===== src/rtl/loader_pkg.sv =====
//------------------------------------------------------------------------------
// Module   : loader_pkg
// Purpose  : Shared types and constants for the serial program loader.
// Revision : 1.0
//------------------------------------------------------------------------------
`default_nettype none

package loader_pkg;

  localparam int c_addr_w = 8;
  localparam int c_data_w = 8;
  localparam logic [c_data_w-1:0] c_sync_byte = 8'hA5;

  typedef enum logic [2:0] {
    S_HUNT  = 3'd0,
    S_LEN   = 3'd1,
    S_DATA  = 3'd2,
    S_CSUM  = 3'd3,
    S_FLUSH = 3'd4
  } state_t;

endpackage

`default_nettype wire


===== src/rtl/instr_ram.sv =====
//------------------------------------------------------------------------------
// Module   : instr_ram
// Purpose  : 256x8 instruction RAM, synchronous write, asynchronous read.
// Revision : 1.0
//------------------------------------------------------------------------------
`default_nettype none

module instr_ram
  import loader_pkg::*;
(
  input  logic                clk,
  input  logic                we,
  input  logic [c_addr_w-1:0] waddr,
  input  logic [c_data_w-1:0] wdata,
  input  logic [c_addr_w-1:0] addr,
  output logic [c_data_w-1:0] data
);

  // Configuration-time contents; reset never touches the array.
  logic [c_data_w-1:0] r_mem [0:(1<<c_addr_w)-1] = '{default: 8'hFF};

  always_ff @(posedge clk) begin
    if (we) begin
      r_mem[waddr] <= wdata;
    end
  end

  assign data = r_mem[addr];

endmodule

`default_nettype wire


===== src/rtl/program_loader.sv =====
//------------------------------------------------------------------------------
// Module   : program_loader
// Purpose  : Framed serial loader into instruction RAM; holds the CPU while loading.
// Revision : 1.0
//------------------------------------------------------------------------------
`default_nettype none

module program_loader
  import loader_pkg::*;
#(
  parameter logic [15:0]         TIMEOUT_CYCLES = 16'd50000,
  parameter logic [c_data_w-1:0] SYNC_BYTE      = c_sync_byte
) (
  input  logic                clk,
  input  logic                rst_n,
  input  logic [c_data_w-1:0] in_data,
  input  logic                in_valid,
  output logic                in_ready,
  input  logic [c_addr_w-1:0] addr,
  output logic [c_data_w-1:0] data,
  output logic                cpu_hold,
  output logic                load_done,
  output logic                load_err
);

  state_t              r_state;
  logic [8:0]          r_ptr;
  logic [8:0]          r_len;
  logic [7:0]          r_sum;
  logic [15:0]         r_tcnt;
  logic                r_in_ready;
  logic                r_cpu_hold;
  logic                r_load_done;
  logic                r_load_err;

  logic                w_fire;
  logic                w_we;
  logic [8:0]          w_ptr_nxt;
  logic [7:0]          w_csum;
  logic                w_tmo;

  assign w_fire    = in_valid && r_in_ready;
  assign w_we      = w_fire && (r_state == S_DATA);
  assign w_ptr_nxt = r_ptr + 9'd1;
  assign w_csum    = r_sum + in_data;
  assign w_tmo     = (r_tcnt == TIMEOUT_CYCLES - 16'd1);

  always_ff @(posedge clk) begin
    if (!rst_n) begin
      r_state     <= S_HUNT;
      r_ptr       <= 9'd0;
      r_len       <= 9'd0;
      r_sum       <= 8'd0;
      r_tcnt      <= 16'd0;
      r_in_ready  <= 1'b0;
      r_cpu_hold  <= 1'b0;
      r_load_done <= 1'b0;
      r_load_err  <= 1'b0;
    end else begin
      r_load_done <= 1'b0;
      r_load_err  <= 1'b0;
      r_in_ready  <= 1'b1;
      case (r_state)
        S_HUNT: begin
          r_tcnt <= 16'd0;
          if (w_fire && in_data == SYNC_BYTE) begin
            r_state    <= S_LEN;
            r_cpu_hold <= 1'b1;
          end
        end
        S_LEN, S_DATA, S_CSUM: begin
          // An arriving byte always beats a coincident timeout.
          if (w_fire) begin
            r_tcnt <= 16'd0;
            case (r_state)
              S_LEN: begin
                r_len   <= (in_data == 8'd0) ? 9'd256 : {1'b0, in_data};
                r_ptr   <= 9'd0;
                r_sum   <= 8'd0;
                r_state <= S_DATA;
              end
              S_DATA: begin
                r_ptr <= w_ptr_nxt;
                r_sum <= w_csum;
                if (w_ptr_nxt == r_len) begin
                  r_state <= S_CSUM;
                end
              end
              default: begin
                if (w_csum == 8'd0) begin
                  r_load_done <= 1'b1;
                  r_cpu_hold  <= 1'b0;
                end else begin
                  r_load_err  <= 1'b1;
                end
                r_state    <= S_FLUSH;
                r_in_ready <= 1'b0;
              end
            endcase
          end else if (w_tmo) begin
            r_load_err <= 1'b1;
            r_tcnt     <= 16'd0;
            r_state    <= S_HUNT;
          end else begin
            r_tcnt <= r_tcnt + 16'd1;
          end
        end
        S_FLUSH: begin
          r_state <= S_HUNT;
        end
        default: begin
          r_state <= S_HUNT;
        end
      endcase
    end
  end

  instr_ram u_ram (
    .clk   (clk),
    .we    (w_we),
    .waddr (r_ptr[7:0]),
    .wdata (in_data),
    .addr  (addr),
    .data  (data)
  );

  assign in_ready  = r_in_ready;
  assign cpu_hold  = r_cpu_hold;
  assign load_done = r_load_done;
  assign load_err  = r_load_err;

endmodule

`default_nettype wire


===== config.mk =====
export PLATFORM = sky130hd
export DESIGN_NAME = program_loader
export DESIGN_NICKNAME = d
export VERILOG_FILES = /design/src/rtl/loader_pkg.sv /design/src/rtl/instr_ram.sv /design/src/rtl/program_loader.sv
export SDC_FILE = /design/constraint.sdc
export NUM_CORES = 2
export LEC_CHECK = 0
export ABC_AREA = 1
export BUFFER_PORTS_ARGS = -buffer_cell sky130_fd_sc_hd__buf_4
export CAP_MARGIN = 20
export CORE_MARGIN = 2
export CORE_UTILIZATION = 30
export CTS_BUF_LIST = sky130_fd_sc_hd__clkbuf_4
export DETAILED_ROUTE_END_ITERATION = 16
export HOLD_SLACK_MARGIN = 0.12
export PLACE_DENSITY_LB_ADDON = 0.05
export RECOVER_POWER = 50
export SLEW_MARGIN = 15
export SYNTH_ARGS = -nofsm -noshare
export SYNTH_HDL_FRONTEND = slang
export SYNTH_SLANG_ARGS = --single-unit

===== constraint.sdc =====
create_clock -name clk -period 2.95 [get_ports clk]
set_clock_uncertainty 0.05 [all_clocks]
set_input_delay 0.59 -clock clk [delete_from_list [all_inputs] [get_ports clk]]
set_output_delay 0.59 -clock clk [all_outputs]
set_load 0.01 [all_outputs]

==> metrics.txt <==
asr flop ratio synth 0%; Final HPWL DP 185300 µm; Syn Inst Count 7348; final setup margin -746.8 ps; DRC Markers 0; initial core utilization 30.15%; launch point of the worst path u_ram.r_mem[9][7]$_DFFE_PP_; initial drt markers 4433; Sw Share 25.39%; Clock power frac 42.0%; Final Cell Area 0.1068 mm²; clk_lat worst skew 1490 ps; Die Ht 539.2 µm; Slew HR -110.6%; first-pass GRT wire length 439000 µm; crit path capture type output port; die area 0.2907 mm²; Worst R2R Start r_state[2]$_SDFFE_PN0P_; initial antenna violation count 17; peak supply drop 0.0003056 V; largest area contributor in the netlist edfxtp_1; GPL Wtd Cong 0.8096; fin crit period 3697 ps; vias 60340; sequential fraction of the synthesis area 72.72%; Comb pwr share 8.0%; Final Cycle Share 125.3%; PortBufs 30; top cells by area, synth edfxtp_1 (72%), nand3_1 (12%), nand2_1 (9.7%); average size of a mapped cell 11.69 µm²; leakage 38.60 nW; mapped cell area 0.08592 mm²; status complete, but fails checks; max-slew violation count 1077; placed standard-cell area 0.09544 mm²; layout cells sized above 1 26.60%; H-tree depth 6; largest net degree at the start of global routing 136; # IOs 31; vias per inst 4.853; worst path required time 2310 ps; flops & latches, synth 2097; Max-cap violations 12; setup TNS -102070 ps; reg-to-reg setup timing slack -120 ps; Tot Pwr 0.06568 W; vias in the first global route 61320; DRT Pass-1 Iters 5; Sink Count 2097; Cell variety after synth 32; ys flop type edfxtp_1; setup violators final 395; failing checks max-capacitance violations, max-slew violations, negative setup slack; unrepaired setup endpoints after global routing true; Slew @ Worst Pin 3159 ps; Top Layer Used met4; Final ANT Viol Nets 0; hold wc startpoint r_sum[2]$_SDFFE_PN0P_; fmax 0.2705 GHz; worst path arrival time 3060 ps; top cells by count, synth nand2_1 (2217), nand3_1 (2054), edfxtp_1 (2048), nor2_1 (314), buf_2 (254); yosys synthesis warning count 0; Power Internal 0.04901 W; Core ar. 0.2850 mm²; CTS tree built; top cell type's share of synthesized area 71.58%; Area Overhead vs Synth 24.35%; num rows 196; cell area power density 614.8 mW/mm²; deepest clock path buffer count 4; CP max FO 1; top-count cell post-synth nand2_1; Die W 539.2 µm; CP Class register to output port; gr usage total 20.56%; total congestion overflow 0; Worst setup SP type register; wire length on met1 137400 µm; Routed WL 304700 µm; endpoints failing hold 0; Psw 0.01668 W; setup bufs post-CTS 0; syn nets 7380; EDFF count, synth 2048; routed len/inst 24.50 µm; Hold Path Class register to register; CTS clk-pin slew, worst paths 60 ps; Flop pwr share 49.9%; clk root buf clkbuf_4; Met3 Wirelength 15480 µm; CTS buffer count 608; Final nets 8253; wire length on met2 144600 µm
-- worst max-delay path, cell delays in order (launching register included) --
cell and delay [ps]:
edfxtp_1 360, nand2_1 130, nand3_1 110, nand3_1 90, nand3_1 80, nand3_2 100, nand3_4 90, nand3_2 100
buf_8 160, nand2_4 50, nand2_2 70, nand2_4 70, buf_6 120
-- per-layer routing --
metal	up-vias	track usage, %
li1	28230	-
met1	30090	28.34
met2	1569	33.40
met3	454	3.388
met4	0	5.571
met5	-	0
-- kinds of logic after synthesis --
kind of cell / share of synthesized area [%]
compound gates: 0.3262
xor+xnor: 0.1427
fa+ha+maj: 0.1980
buf+inv: 3.383
flops: 72.72
simple gates: 23.23
-- path summary, 6_finish.rpt --
check | endpoint | cells past startpoint
max | data[7] | 12
min reg2reg | r_sum[2]$_SDFFE_PN0P_ | 2
max reg2reg | r_state[1]$_SDFFE_PN0P_ | 12
min | r_sum[2]$_SDFFE_PN0P_ | 2
-- registers in the layout (all words and copies together) (netlist names) --
signal       count
load_err         1
r_ptr            9
r_len            9
r_sum            8
load_done        1
r_tcnt          16
cpu_hold         1
in_ready         1
u_ram.r_mem   2048
r_state          3
-- stage by stage --
stage	setup WS (ps)	util, %	hold slack (ps)	std cells
6_report	-746.8	37.49	415.5	12440
2_1_floorplan	467.0	-	390.1	7348
3_5_place_dp	-1225	33.49	409.3	11370
4_1_cts	-998.5	37.23	128.0	12420
5_1_grt	-958.1	37.48	434.4	12420
3_3_place_gp	-1282	33.49	407.7	11370
-- area by class of cell --
cell class | instances | area [µm²]
Sequential cell | 2097 | 62480
Fill cell | 28140 | 178100
Antenna cell | 21 | 52.55
Multi-Input combinational cell | 4696 | 24480
Clock inverter | 150 | 965.9
Tap cell | 3762 | 4707
Clock buffer | 891 | 6689
Timing Repair Buffer | 754 | 7194
Inverter | 64 | 276.5
-- power by group through the flow --
stage / logic (W) / clock network, W / registers [W]
4_1_cts: 0.00533 / 0.0287 / 0.0327
5_1_grt: 0.00575 / 0.0302 / 0.0328
3_5_place_dp: 0.00488 / 0 / 0.0334
3_3_place_gp: 0.00489 / 0 / 0.0334
2_1_floorplan: 0.00223 / 0 / 0.0334
6_report: 0.00529 / 0.0276 / 0.0328
-- timing repair --
| item | in CTS | in global routing |
|---|---|---|
| pin swaps | 198 | 159 |
| gates resized for setup | 566 | 213 |
| gates cloned | 0 | 0 |
| endpoints found under the hold margin | 2057 | 6 |
| endpoints found under the setup margin | 8 | 9 |
| hold buffers | 29 | 1 |
-- placed cells by master, fill, tap and decap left out, drive strengths merged, types with 9 or more instances in the layout --
cell	instances
nand2	2217
nand3	2054
edfxtp	2048
clkbuf	925
buf	691
nor2	318
clkinv	105
inv	89
dfxtp	49
a21oi	35
dlygate4sd3	28
diode	21
o21ai	14
ha	12
nor3	10
clkinvlp	10
bufinv	10
xor2	9
No activity file was read; power rests on OpenSTA's default activity.
